`src/rtl/memory_write_arbiter.sv`:
```
// memory_write_arbiter
//   Shares the single write path of the memory write splitter between two
//   requesters: A (execute-stage data write) and B (microcode stack pushes for
//   interrupt, exception and task-switch sequences). The winning request is
//   registered and held stable for the whole split transaction. Completion and
//   faults are routed back to the owner only. Ownership is kept across locked
//   read-modify-write sequences, and an aborted transaction is drained on
//   wr_reset.
//
//   Configuration macro: WRITE_ARB_ROUND_ROBIN_EN
//     defined   - on simultaneous requests the requester other than `last` wins
//     undefined - fixed priority, A beats B
//
// Ports
//   clk, rst            clock, asynchronous active-high reset
//   wr_reset            pipeline flush, aborts the current write
//   reqX_do             write request (level, held until done or fault)
//   reqX_cpl/address/length/lock/rmw/data   request fields
//   reqX_done           completion pulse to the owner
//   reqX_page_fault, reqX_ac_fault          fault levels to the owner
//   write_*             request port towards the splitter (latched fields)
//   write_done          splitter completion pulse
//   write_page_fault, write_ac_fault        splitter faults, sticky until wr_reset
//   write_idle          splitter is in its IDLE state

module memory_write_arbiter (
  input  logic        clk,
  input  logic        rst,
  input  logic        wr_reset,

  input  logic        reqa_do,
  input  logic [1:0]  reqa_cpl,
  input  logic [31:0] reqa_address,
  input  logic [2:0]  reqa_length,
  input  logic        reqa_lock,
  input  logic        reqa_rmw,
  input  logic [31:0] reqa_data,
  output logic        reqa_done,
  output logic        reqa_page_fault,
  output logic        reqa_ac_fault,

  input  logic        reqb_do,
  input  logic [1:0]  reqb_cpl,
  input  logic [31:0] reqb_address,
  input  logic [2:0]  reqb_length,
  input  logic        reqb_lock,
  input  logic        reqb_rmw,
  input  logic [31:0] reqb_data,
  output logic        reqb_done,
  output logic        reqb_page_fault,
  output logic        reqb_ac_fault,

  output logic        write_do,
  output logic [1:0]  write_cpl,
  output logic [31:0] write_address,
  output logic [2:0]  write_length,
  output logic        write_lock,
  output logic        write_rmw,
  output logic [31:0] write_data,
  input  logic        write_done,
  input  logic        write_page_fault,
  input  logic        write_ac_fault,
  input  logic        write_idle
);

  typedef enum logic [2:0] {
    S_IDLE,
    S_BUSY,
    S_LOCKED,
    S_FAULT,
    S_DRAIN
  } state_t;

  state_t state;
  logic   owner;   // 0 = A, 1 = B
  logic   last;    // most recent grant

  logic        grant_valid;
  logic        grant_sel;
  logic        src;
  logic [1:0]  src_cpl;
  logic [31:0] src_address;
  logic [2:0]  src_length;
  logic        src_lock;
  logic        src_rmw;
  logic [31:0] src_data;
  logic        owner_do;

  // Arbitration between the two level requests.
  always_comb begin
    grant_valid = reqa_do | reqb_do;
`ifdef WRITE_ARB_ROUND_ROBIN_EN
    if (reqa_do && reqb_do)
      grant_sel = ~last;
    else
      grant_sel = ~reqa_do;
`else
    // Fixed priority. With no request the select is a don't-care and simply
    // parks on the previous grant.
    if (reqa_do)
      grant_sel = 1'b0;
    else if (reqb_do)
      grant_sel = 1'b1;
    else
      grant_sel = last;
`endif
  end

  // In LOCKED only the current owner may re-issue, so fields come from it.
  always_comb begin
    src      = (state == S_LOCKED) ? owner : grant_sel;
    owner_do = owner ? reqb_do : reqa_do;
    if (src) begin
      src_cpl     = reqb_cpl;
      src_address = reqb_address;
      src_length  = reqb_length;
      src_lock    = reqb_lock;
      src_rmw     = reqb_rmw;
      src_data    = reqb_data;
    end else begin
      src_cpl     = reqa_cpl;
      src_address = reqa_address;
      src_length  = reqa_length;
      src_lock    = reqa_lock;
      src_rmw     = reqa_rmw;
      src_data    = reqa_data;
    end
  end

  always_ff @(posedge clk or posedge rst) begin
    if (rst) begin
      state         <= S_IDLE;
      owner         <= 1'b0;
      last          <= 1'b1;
      write_cpl     <= '0;
      write_address <= '0;
      write_length  <= '0;
      write_lock    <= 1'b0;
      write_rmw     <= 1'b0;
      write_data    <= '0;
    end else begin
      case (state)
        S_IDLE: begin
          if (!wr_reset && grant_valid) begin
            write_cpl     <= src_cpl;
            write_address <= src_address;
            write_length  <= src_length;
            write_lock    <= src_lock;
            write_rmw     <= src_rmw;
            write_data    <= src_data;
            owner         <= grant_sel;
            last          <= grant_sel;
            state         <= S_BUSY;
          end
        end
        S_BUSY: begin
          // Fault wins over a done arriving in the same cycle.
          if (write_page_fault || write_ac_fault)
            state <= S_FAULT;
          else if (wr_reset)
            state <= S_DRAIN;
          else if (write_done)
            state <= write_lock ? S_LOCKED : S_IDLE;
        end
        S_LOCKED: begin
          if (wr_reset) begin
            state <= S_IDLE;
          end else if (owner_do) begin
            write_cpl     <= src_cpl;
            write_address <= src_address;
            write_length  <= src_length;
            write_lock    <= src_lock;
            write_rmw     <= src_rmw;
            write_data    <= src_data;
            state         <= S_BUSY;
          end
        end
        S_FAULT: begin
          if (wr_reset)
            state <= S_IDLE;
        end
        S_DRAIN: begin
          if (write_idle)
            state <= S_IDLE;
        end
        default: state <= S_IDLE;
      endcase
    end
  end

  logic busy;
  logic fault_vis;

  always_comb begin
    busy      = (state == S_BUSY);
    fault_vis = (state == S_BUSY) || (state == S_FAULT);

    write_do  = busy & ~wr_reset;

    reqa_done       = write_done & busy & ~owner;
    reqb_done       = write_done & busy & owner;
    reqa_page_fault = write_page_fault & fault_vis & ~owner;
    reqb_page_fault = write_page_fault & fault_vis & owner;
    reqa_ac_fault   = write_ac_fault & fault_vis & ~owner;
    reqb_ac_fault   = write_ac_fault & fault_vis & owner;
  end

endmodule

```
`config.mk`:
```
export PLATFORM = sky130hd
export DESIGN_NAME = memory_write_arbiter
export DESIGN_NICKNAME = d
export VERILOG_FILES = /design/src/rtl/memory_write_arbiter.sv
export SDC_FILE = /design/constraint.sdc
export NUM_CORES = 1
export LEC_CHECK = 0
export CAP_MARGIN = 40
export CORE_UTILIZATION = 35
export CTS_BUF_LIST = sky130_fd_sc_hd__clkbuf_16
export DETAILED_ROUTE_END_ITERATION = 7
export PLACE_DENSITY = 0.8
export SLEW_MARGIN = 15
export SYNTH_ARGS = -nofsm -noshare
export SYNTH_HDL_FRONTEND = slang
export SYNTH_SLANG_ARGS = --single-unit
```
`constraint.sdc`:
```
create_clock -name clk -period 3.38 [get_ports clk]
set_input_delay 0.507 -clock clk [delete_from_list [all_inputs] [get_ports clk]]
set_output_delay 0.507 -clock clk [all_outputs]
set_load 0.03 [all_outputs]
```
======== After elaboration in Yosys (flattened, before gate mapping) ========
Index checks and enable logic that the tools add are counted.
cells by class
  reductions and logical operators ........ 9
  bitwise gates (word level) .............. 13
  divide/modulo/power cells ............... 0
  multiply operators ...................... 0
  magnitude comparators ................... 0
  add/subtract/negate cells ............... 0
  eq/ne operators ......................... 11
  shift-type cells ........................ 0
  muxes and demuxes ....................... 44
operator list
  operator            count
  $mux 32             8
  $pmux 32 s2         2
  $mux 3              12
  $pmux 3 s5          1
  $mux 1              12
  $and 1x1->1         10
  $mux 2              5
  $ne 2x2->1 const B  5
  $eq 3x2->1 const B  2
  $pmux 3 s2          1
  $reduce_and 5->1    1
  $ne 4x3->1 const B  1
  $pmux 1 s2          2
  $pmux 2 s2          1
  $reduce_and 4->1    1
  $eq 3x1->1 const B  1
  $eq 3x3->1 const B  1
  $logic_not 3->1     1
  $ne 3x3->1 const B  1
  $logic_or 1x1->1    2
  $not 1->1           2
  $reduce_and 2->1    1
  $reduce_bool 2->1   1
  $logic_and 1x1->1   1
  2 further kinds     2
storage, ports and cells
  memories ................................ 0
  RAM bits ................................ 0
  bits in latches ......................... 0
  bits of input ports ..................... 151
  output and inout port bits .............. 78
  logic and storage cells ................. 86
  bits in registers ....................... 76
  memory bits (read-only) ................. 0

======== Depth between registers and ports, before layout ========
Gate-level depths: netlist of run 1.
  word-level depth ........................ 7
  gate-level depth with buffers ........... 7

======== Worst setup path after synthesis of run 1 ========
Ideal clock, no wire load.
  kind .................................... reg-to-output
  start ................................... register state[1]
  end ..................................... output reqa_done
  arrival time ............................ 1.323 ns
  path slack .............................. 1.550 ns
  stages on the path, launching flop included .. 4
  data required time ...................... 2.873 ns
  path through ............................ dfrtp_1 > buf_4 > nand2b_1 > nor3_1
between the ends
  word-level cells in the longest chain between the ends .. 3
RTL lines
  what                       RTL line  text
  start, declared            74        state_t state;
  start signal, assigned     163       state <= write_lock ? S_LOCKED : S_IDLE;
  $eq 3x1->1                 195       busy = (state == S_BUSY);
  $and 1x1->1 (2 in series)  200       reqa_done = write_done & busy & ~owner;
  end, declared              38        output logic reqa_done,
No other way between the ends.

======== Worst setup path in the final report of run 1 ========
  start ................................... register state[0]
  end ..................................... output reqa_page_fault
between the ends
  word-level cells in the longest chain between the ends .. 4
  elaborated cells on any way between the ends .. 5
RTL lines
  what                                             RTL line  text
  $eq 3x1->1 / $eq 3x2->1 (equally long branches)  196       fault_vis = (state == S_BUSY) || (state == S_FAULT);
  $logic_or 1x1->1 (*)                             196
  $and 1x1->1 (*) (2 in series)                    202       reqa_page_fault = write_page_fault & fault_vis & ~owner;
  end, declared                                    39        output logic reqa_page_fault,
Mark *: on every way between the ends. The rest lies on a longest branch, timed or not.

==> metrics.md, run 1 <==
| Metric | Value |
|---|---|
| #FFs+latches synth | `76` |
| Placed Cells | `766` |
| DR iter-0 viols | `183` |
| First-pass GRT wire length | `18.13 mm` |
| WL per Instance | `14.22 um` |
| Full die area | `10,820 um2` |
| VDD IR-drop max | `0.4314 mV` |
| Row cnt | `36` |
| Antenna viol nets, final | `0` |
| Dpl hpwl | `8.229 mm` |
| Worst Path Buf+Inv | `1` |
| Actual slew at the worst max-slew pin | `740.1 ps` |
| Fin crit period | `2478 ps` |
| Commonest cells after routing, fill and taps aside | `clkdlybuf4s50_1 (228), nand2_1 (143), nor2_1 (76)` |
| Clock buffer depth | `2` |
| Synth unique cells | `27` |
| Max Cap Violations | `0` |
| Commonest non-fill, non-tap cell in the layout | `clkdlybuf4s50_1` |
| Critical Path Sink Type | `primary output` |
| Port bufs | `228` |
| Crit path cell chain | `nor2b_1 -> and3_1 -> clkdlybuf4s50_1` |
| Inserted Diodes | `0` |
| Vias in the first global route | `3,834` |
| Fin. max-slew vios | `0` |
| IO Pins | `229` |
| EDFF count, synth | `0` |
| Outcome | `finished clean` |
| Syn Area/Cell | `8.493 um2` |
| CP required | `2870 ps` |
| Fin cells | `782` |
| Pwr Density | `924.7 nW/um2` |
| Number of iterations in the first detailed-routing pass | `4` |
| Share of layout cells above drive strength 1 | `3.544%` |
| H-tree Lvls | `3` |
| Crit path max fanout | `6` |
| Core Box Area | `9910 um2` |
| Die X | `104.0 um` |
| Initial antenna violation count | `0` |
| Gpl congestion | `0.8537` |
| Final WL | `11.12 mm` |
| Slew margin rel. | `50.66%` |
| Syn nets | `580` |
| Fill cells | `831` |
| Post CTS Setup Buffer Count | `0` |
| Cts repair resizes | `0` |
| GRT Residual Overflow | `0` |
| Layout area overhead | `69.30%` |
| Fmax | `0.4036 GHz` |
| Cts hold-fix bufs | `0` |
| Syn Inst Count | `429` |
| Synth warnings | `0` |
| GRT Total Usage | `20.65%` |
| Mapped cell area | `3643 um2` |
| Final Hold Fails | `0` |
| Fin nets | `795` |
| Worst skew pair latency | `320 ps` |
| Part of the cycle the worst path needs | `73.30%` |
| Crit path DAT | `1970 ps` |
| Register area share after synthesis | `52.23%` |
| Crit path launch type | `flop` |
| Ys flop type | `dfrtp_1` |
| Reg clk slew, reported paths | `50 ps` |
| Critical path type | `reg2out` |
| Delay of the slowest cell on the worst path | `670 ps` |
| Clock Sinks | `76` |
| Vias | `3,827` |
| Drt via density | `4.894` |
| FFs w/ async S/R, synth | `100.0%` |
| Crit-path slowest cell | `clkdlybuf4s50_1` |
| Leakage Power | `2.549 nW` |
| DRC errors left | `0` |
| Setup TNS | `0 ps` |
| Final Skew | `5.982 ps` |
| Root buf cell | `clkbuf_16` |
| Largest net degree at the start of global routing | `81` |
| Unrepaired setup endpoints after global routing | `false` |
| CTS tree | `built` |
| Initial Utilization | `36.77%` |
| Inserted Clock Buffers | `9` |
| Setup violations, final | `0` |
| Chip height | `104.0 um` |
| Path type of the worst min-delay path | `in2async` |
| Delay-heaviest family, CP | `buffers and inverters` |
==> registers in the layout (all words and copies together) (netlist names) <==
signal         cells
last               1
owner              1
state              3
write_address     32
write_cpl          2
write_data        32
write_length       3
write_lock         1
write_rmw          1
==> metrics by stage <==
| step | cell area, um2 | worst slack [ps] | hold WS (ps) | util, % | power [mW] |
|---|---|---|---|---|---|
| 2_1_floorplan | 3643 | 936.3 | 497.7 | - | 3.685 |
| 4_1_cts | 6168 | 914.5 | 487.9 | 62.25 | 5.748 |
| 6_report | 6168 | 902.5 | 480.2 | 62.25 | 5.704 |
| 3_5_place_dp | 5916 | 812.0 | 538.2 | 59.70 | 4.920 |
| 3_3_place_gp | 5916 | 884.1 | 512.0 | 59.70 | 4.832 |
| 5_1_grt | 6168 | 795.4 | 511.8 | 62.25 | 6.058 |
==> kinds of logic (layout without fill, tap and decap cells) <==
family | Yosys count | after routing | synth area share (%)
simple gates | 235 | 235 | 25.31
compound gates | 82 | 82 | 14.39
flops | 76 | 76 | 52.23
buf+inv | 33 | 253 | 6.868
mux | 3 | 3 | 1.202
==> path summary, 6_finish.rpt <==
check / from / end / slack, ps / cells after the start
setup / recovery: state[0]$_DFFE_PP0P_ / reqa_page_fault / 900 / 3
hold / removal: rst / write_address[17]$_DFFE_PP0P_ / 480 / 2
setup reg to reg: state[1]$_DFFE_PP0P_ / write_address[25]$_DFFE_PP0P_ / 1130 / 5
hold reg to reg: last$_DFFE_PP1P_ / last$_DFFE_PP1P_ / 540 / 2
max in group asynchronous: rst / write_address[25]$_DFFE_PP0P_ / 2160 / 3
min in group clk: last$_DFFE_PP1P_ / last$_DFFE_PP1P_ / 540 / 2
==> report_power, final <==
group / internal [mW] / switching, mW
Sequential: 1.37 / 0.270
Clock: 0.479 / 0.336
Combinational: 1.34 / 1.91
Total: 3.19 / 2.52
==> cell type report <==
| cell class | count | area [um2] | share of cell area [%] |
|---|---|---|---|
| Sequential cell | 76 | 1903 | 30.85 |
| Clock buffer | 9 | 225.2 | 3.651 |
| Tap cell | 133 | 166.4 | 2.698 |
| Inverter | 2 | 8.758 | 0.1420 |
| Clock inverter | 7 | 27.53 | 0.4462 |
| Multi-Input combinational cell | 320 | 1490 | 24.16 |
| Timing Repair Buffer | 235 | 2347 | 38.05 |
==> routing by layer <==
metal	routed length (um)	up-vias	GRT usage, %
li1	-	1871	-
met1	4372	1754	22.04
met2	5585	181	38.33
met3	901	21	5.576
met4	263	0	8.163
met5	0	-	0
==> Yosys cell counts, drive strengths merged (2+ instances only) <==
| library cell | count | share of area [%] |
|---|---|---|
| a31oi | 73 | 13 |
| buf | 25 | 6.0 |
| mux2i | 2 | 0.89 |
| nand2 | 143 | 15 |
| clkbuf | 6 | 0.62 |
| nand2b | 3 | 0.52 |
| and3 | 4 | 0.69 |
| a21oi | 4 | 0.55 |
| dfrtp | 75 | 52 |
| nor2 | 76 | 7.8 |
| inv | 2 | 0.21 |
| nor3 | 4 | 0.55 |
No activity file was read; power rests on OpenSTA's default activity.
==> run 2: changes to the inputs <==
==> constraint.sdc (replaced) <==
create_clock -name clk -period 2.6 [get_ports clk]
set_input_delay 0.39 -clock clk [delete_from_list [all_inputs] [get_ports clk]]
set_output_delay 0.39 -clock clk [all_outputs]
set_load 0.03 [all_outputs]
==> run 2 against run 1 <==
Effect of this change:
- clock power rose by 48%
- global-route usage barely moved
- setup slack got worse by 640 ps
- largest power group unchanged
- via count rose by 0.65%
- sequential power rose by 30%
- register-to-register slack got worse by 510 ps
- sequential share of layout area fell by 0.41 points
- first-iteration DRC count rose by 11%
- critical path depth did not move
- critical endpoint is now reqb_page_fault
- combinational power rose by 31%
==> metrics.md, run 2 (synthesized netlist as in run 1, its figures left out) <==
| Metric | Value |
|---|---|
| Critical path type | `reg2out` |
| Crit path DAT | `1950 ps` |
| Max Cap Violations | `0` |
| Drt via density | `4.932` |
| Slew margin rel. | `61.77%` |
| Clock Sinks | `76` |
| DP Area | `5958 um2` |
| CTS tree | `built` |
| Fmax | `0.4280 GHz` |
| R2R depth | `5` |
| Die X | `104.0 um` |
| Antenna viol nets, final | `0` |
| Final Instance Area | `6251 um2` |
| Final Skew | `4.723 ps` |
| Post CTS Setup Buffer Count | `0` |
| Largest regs | `write_address (32), write_data (32)` |
| Vias in the first global route | `3,720` |
| Critical Path Sink Type | `primary output` |
| Root buf cell | `clkbuf_16` |
| IO Pins | `229` |
| GRT Total Usage | `20.65%` |
| Inserted Diodes | `0` |
| Final Hold Fails | `0` |
| H-tree Lvls | `3` |
| Part of the cycle the worst path needs | `89.87%` |
| Setup TNS | `0 ps` |
| Leakage Power | `2.567 nW` |
| Fin Hold WS | `434.6 ps` |
| Pwr Density | `1217 nW/um2` |
| Number of iterations in the first detailed-routing pass | `4` |
| Commonest non-fill, non-tap cell in the layout | `clkdlybuf4s50_1` |
| Actual slew at the worst max-slew pin | `572.8 ps` |
| Crit path launch type | `flop` |
| Layout area overhead | `71.57%` |
| Fill cells | `850` |
| Setup violations, final | `0` |
| Initial Utilization | `36.77%` |
| Gpl congestion | `0.8315` |
| Clock buffer depth | `2` |
| Fin. max-slew vios | `0` |
| Outcome | `finished clean` |
| DRC errors left | `0` |
| Reg-to-reg slack, setup | `620 ps` |
| GRT Residual Overflow | `0` |
| Path type of the worst min-delay path | `in2async` |
| VDD IR-drop max | `0.5563 mV` |
| Critical R2R Launch | `state[1]$_DFFE_PP0P_` |
| FF-to-FF End | `write_data[22]$_DFFE_PP0P_` |
| Initial antenna violation count | `0` |
| Fin nets | `794` |
| WL per Instance | `14.16 um` |
| Port bufs | `228` |
| Vias | `3,852` |
| Share of layout cells above drive strength 1 | `4.321%` |
| CP required | `2210 ps` |
| Final WL | `11.06 mm` |
| Dpl hpwl | `8.190 mm` |
| Commonest cells after routing, fill and taps aside | `clkdlybuf4s50_1 (228), nand2_1 (143), nor2_1 (76)` |
| Worst skew pair latency | `330 ps` |
| Crit path max fanout | `6` |
| Unrepaired setup endpoints after global routing | `false` |
| Largest net degree at the start of global routing | `81` |
| Core Box Area | `9910 um2` |
| Row cnt | `36` |
| Reg clk slew, reported paths | `60 ps` |
| Total Power | `7.607 mW` |
| Chip height | `104.0 um` |
| Inserted Clock Buffers | `9` |
| DR iter-0 viols | `204` |
| Fin crit period | `2337 ps` |
| Cts repair resizes | `0` |
| Cts hold-fix bufs | `0` |
| Full die area | `10,820 um2` |
| First-pass GRT wire length | `17.92 mm` |
run 2: cell types whose count changed in the layout (fill, tap and decap cells not counted):
cell	change
clkinvlp_4	+3
buf_4	-5
clkinv_2	+2
inv_1	-2
clkinv_1	-4
bufinv_16	+1
buf_12	+4
run 2: layout make-up:
| class | count | area, um2 | share of cell area (%) |
|---|---|---|---|
| Clock buffer | 9 | 225.2 | 3.603 |
| Clock inverter | 7 | 67.56 | 1.081 |
| Inverter | 2 | 8.758 | 0.1401 |
| Multi-Input combinational cell | 320 | 1490 | 23.84 |
| Sequential cell | 76 | 1903 | 30.44 |
| Tap cell | 133 | 166.4 | 2.662 |
| Timing Repair Buffer | 234 | 2390 | 38.23 |
run 2: metal layers:
| metal | vias to the layer above | global-route usage [%] | wire length, um |
|---|---|---|---|
| met1 | 1809 | 23.22 | 4296 |
| li1 | 1864 | - | - |
| met5 | - | 0 | 0 |
| met4 | 0 | 7.755 | 140 |
| met2 | 167 | 36.67 | 5678 |
| met3 | 12 | 6.203 | 943 |
run 2: worst max-delay path, stage by stage (launching register included):
cell and delay [ps]:
dfrtp_1 430, nor2b_1 320, and3_1 200, clkdlybuf4s50_1 670
run 2: worst max-delay path by stage:
stage	from	cells after the start	endpoint
2_1_floorplan	rst	1	owner$_DFFE_PP0P_
3_3_place_gp	wr_reset	6	write_data[4]$_DFFE_PP0P_
3_5_place_dp	wr_reset	6	write_address[8]$_DFFE_PP0P_
4_1_cts	state[0]$_DFFE_PP0P_	3	reqa_ac_fault
5_1_grt	state[0]$_DFFE_PP0P_	3	reqa_ac_fault
6_report	state[0]$_DFFE_PP0P_	3	reqb_page_fault
run 2: where the power goes:
group	switching, mW	leakage, nW	internal, mW
sequential	0.349	0.851	1.78
combinational	2.49	1.58	1.78
clock	0.473	0.137	0.737
run 2: through the flow:
stage | util (%) | worst slack [ps] | instances
floorplan | - | 273.3 | 429
CTS | 63.08 | 260.1 | 781
global route | 63.08 | 166.4 | 781
detailed placement | 60.13 | 277.7 | 765
global placement | 60.13 | 365.9 | 765
finish | 63.08 | 263.4 | 781
==> run 3: changes to the inputs <==
--- a/config.mk
+++ b/config.mk
@@ -9,6 +9,8 @@
 export CORE_UTILIZATION = 35
 export CTS_BUF_LIST = sky130_fd_sc_hd__clkbuf_16
 export DETAILED_ROUTE_END_ITERATION = 7
+export GPL_ROUTABILITY_DRIVEN = 0
+export GPL_TIMING_DRIVEN = 1
 export PLACE_DENSITY = 0.8
 export SLEW_MARGIN = 15
 export SYNTH_ARGS = -nofsm -noshare
==> constraint.sdc (replaced) <==
create_clock -name clk -period 2.45 [get_ports clk]
set_input_delay 0.3675 -clock clk [delete_from_list [all_inputs] [get_ports clk]]
set_output_delay 0.3675 -clock clk [all_outputs]
set_load 0.03 [all_outputs]
==> run 3 against run 2 <==
Effect of this change:
- cell count is 0.26% higher
- clock-buffer cell count stayed put
- clock skew is 4.3 ps higher
- setup slack worse by 110 ps
- utilization is 0.32 points higher
- total power is 7.2% higher
- global-route usage is 0.57 points lower
- worst hold slack worse by 73 ps
- sequential cell count stayed put
- critical path depth stayed put
- critical endpoint is now reqb_ac_fault
- critical path type unchanged
- cell area is 0.50% higher
==> metrics.md, run 3 (synthesized netlist as in run 1, its figures left out) <==
| Metric | Value |
|---|---|
| Max Cap Violations | `0` |
| Pwr Density | `1298 nW/um2` |
| Outcome | `finished clean` |
| Inserted Diodes | `0` |
| Final Hold Fails | `0` |
| GRT Residual Overflow | `0` |
| PnR worst setup slack | `148.7 ps` |
| Placed Cells | `767` |
| Comb power frac | `55.5%` |
| Sw power | `3.484 mW` |
| Row cnt | `36` |
| Die X | `104.0 um` |
| Final Skew | `8.983 ps` |
| Fin crit period | `2301 ps` |
| GRT Total Usage | `20.08%` |
| Post CTS Setup Buffer Count | `0` |
| Core Box Area | `9910 um2` |
| DRC errors left | `0` |
| Int Pwr | `4.670 mW` |
| Setup violations, final | `0` |
| Root buf cell | `clkbuf_16` |
| Chip height | `104.0 um` |
| Crit path launch type | `flop` |
| Actual slew at the worst max-slew pin | `431.5 ps` |
| Clock Sinks | `76` |
| Fin nets | `796` |
| Reg clk slew, reported paths | `60 ps` |
| Fmax | `0.4345 GHz` |
| Layout area overhead | `72.42%` |
| Inserted Clock Buffers | `9` |
| Commonest non-fill, non-tap cell in the layout | `clkdlybuf4s50_1` |
| Sw Ratio | `42.73%` |
| First-pass GRT wire length | `17.51 mm` |
| Crit path max fanout | `6` |
| Number of iterations in the first detailed-routing pass | `5` |
| Critical path type | `reg2out` |
| Part of the cycle the worst path needs | `93.93%` |
| Largest net degree at the start of global routing | `81` |
| Largest regs | `write_address (32), write_data (32)` |
| Clock buffer depth | `2` |
| Initial Utilization | `36.77%` |
| Cts repair resizes | `0` |
| Initial antenna violation count | `0` |
| Vias | `3,834` |
| Unrepaired setup endpoints after global routing | `false` |
| Commonest cells after routing, fill and taps aside | `clkdlybuf4s50_1 (228), nand2_1 (143), nor2_1 (76)` |
| Seq pwr share | `27.8%` |
| Vias in the first global route | `3,658` |
| Cts hold-fix bufs | `0` |
| Drt via density | `4.897` |
| Crit path cell chain | `nor2b_1 -> and3_1 -> clkdlybuf4s50_1` |
| DP Worst Slack | `181.9 ps` |
| Path type of the worst min-delay path | `in2async` |
| Fin. max-slew vios | `0` |
| Clock share of power | `16.8%` |
| Worst skew pair latency | `330 ps` |
| Share of layout cells above drive strength 1 | `4.154%` |
| H-tree Lvls | `3` |
| Setup TNS | `0 ps` |
| Crit-path slowest cell | `clkdlybuf4s50_1` |
| Fin cells | `783` |
| VDD IR-drop max | `0.6541 mV` |
| Antenna viol nets, final | `0` |
| Dpl hpwl | `8.166 mm` |
| DR iter-0 viols | `202` |
| Full die area | `10,820 um2` |
| Final WL | `10.92 mm` |
| WL per Instance | `13.95 um` |
| CTS tree | `built` |
| Slew margin rel. | `71.20%` |
| IO Pins | `229` |
| Delay of the slowest cell on the worst path | `670 ps` |
| Leakage Power | `2.595 nW` |
| Worst Path Buf+Inv | `1` |
| Port bufs | `228` |
| Delay-heaviest family, CP | `buffers and inverters` |
| Critical Path Sink Type | `primary output` |
| CP required | `2080 ps` |
| Total Power | `8.153 mW` |
| Crit path DAT | `1930 ps` |
==> run 3: changes by cell type in the layout (fill, tap and decap cells not counted) <==
cell | before | now
buf_4 | 1 | 3
bufinv_16 | 1 | 2
clkinv_1 | 0 | 1
clkinv_2 | 4 | 2
clkinvlp_4 | 3 | 1
inv_1 | 1 | 3
==> run 3: per-layer routing <==
metal | vias up | share of wire [%] | global-route usage (%)
met5 | - | 0 | 0
li1 | 1871 | - | -
met1 | 1763 | 40 | 23.42
met2 | 182 | 49 | 34.67
met3 | 18 | 8.0 | 5.890
met4 | 0 | 2.4 | 7.755
==> run 3: worst reg2reg max path: stages (launching register included) <==
cell	delay, ps
dfrtp_1	430
or3_1	460
a211oi_4	340
buf_12	330
nor2_1	130
a31oi_1	170
==> run 3: cell type report <==
cell class / instances / area [um2]
clock buffer: 9 / 225.2
clock inverter: 7 / 83.83
fill: 808 / 3627
inverter: 2 / 8.758
multi-input combinational: 320 / 1490
sequential: 76 / 1903
tap: 133 / 166.4
timing repair buffer: 236 / 2405
==> run 3: path summary, 6_finish.rpt <==
check | startpoint | endpoint | slack [ps] | depth (start not counted)
hold / removal | rst | write_address[19]$_DFFE_PP0P_ | 360 | 2
min in group clk | last$_DFFE_PP1P_ | last$_DFFE_PP1P_ | 530 | 2
hold reg to reg | last$_DFFE_PP1P_ | last$_DFFE_PP1P_ | 530 | 2
max in group asynchronous | rst | write_address[4]$_DFFE_PP0P_ | 1420 | 3
setup reg to reg | state[0]$_DFFE_PP0P_ | write_address[10]$_DFFE_PP0P_ | 510 | 5
setup / recovery | state[0]$_DFFE_PP0P_ | reqb_ac_fault | 150 | 3
==> run 3: stage by stage <==
| step | area, um2 | hold WS [ps] | utilization (%) |
|---|---|---|---|
| finish | 6282 | 362.0 | 63.40 |
| detailed placement | 5973 | 512.6 | 60.28 |
| CTS | 6282 | 375.4 | 63.40 |
| floorplan | 3643 | 418.7 | - |
| global placement | 5973 | 510.2 | 60.28 |
| global route | 6282 | 393.0 | 63.40 |
==> run 3: power by group through the flow <==
stage	logic, mW	clock network [mW]	registers, mW
after floorplan	1.69	0	3.39
after global placement	4.48	0	2.25
after detailed placement	4.56	0	2.28
after CTS	4.57	1.40	2.27
after global routing	4.85	1.46	2.34
final	4.52	1.37	2.26
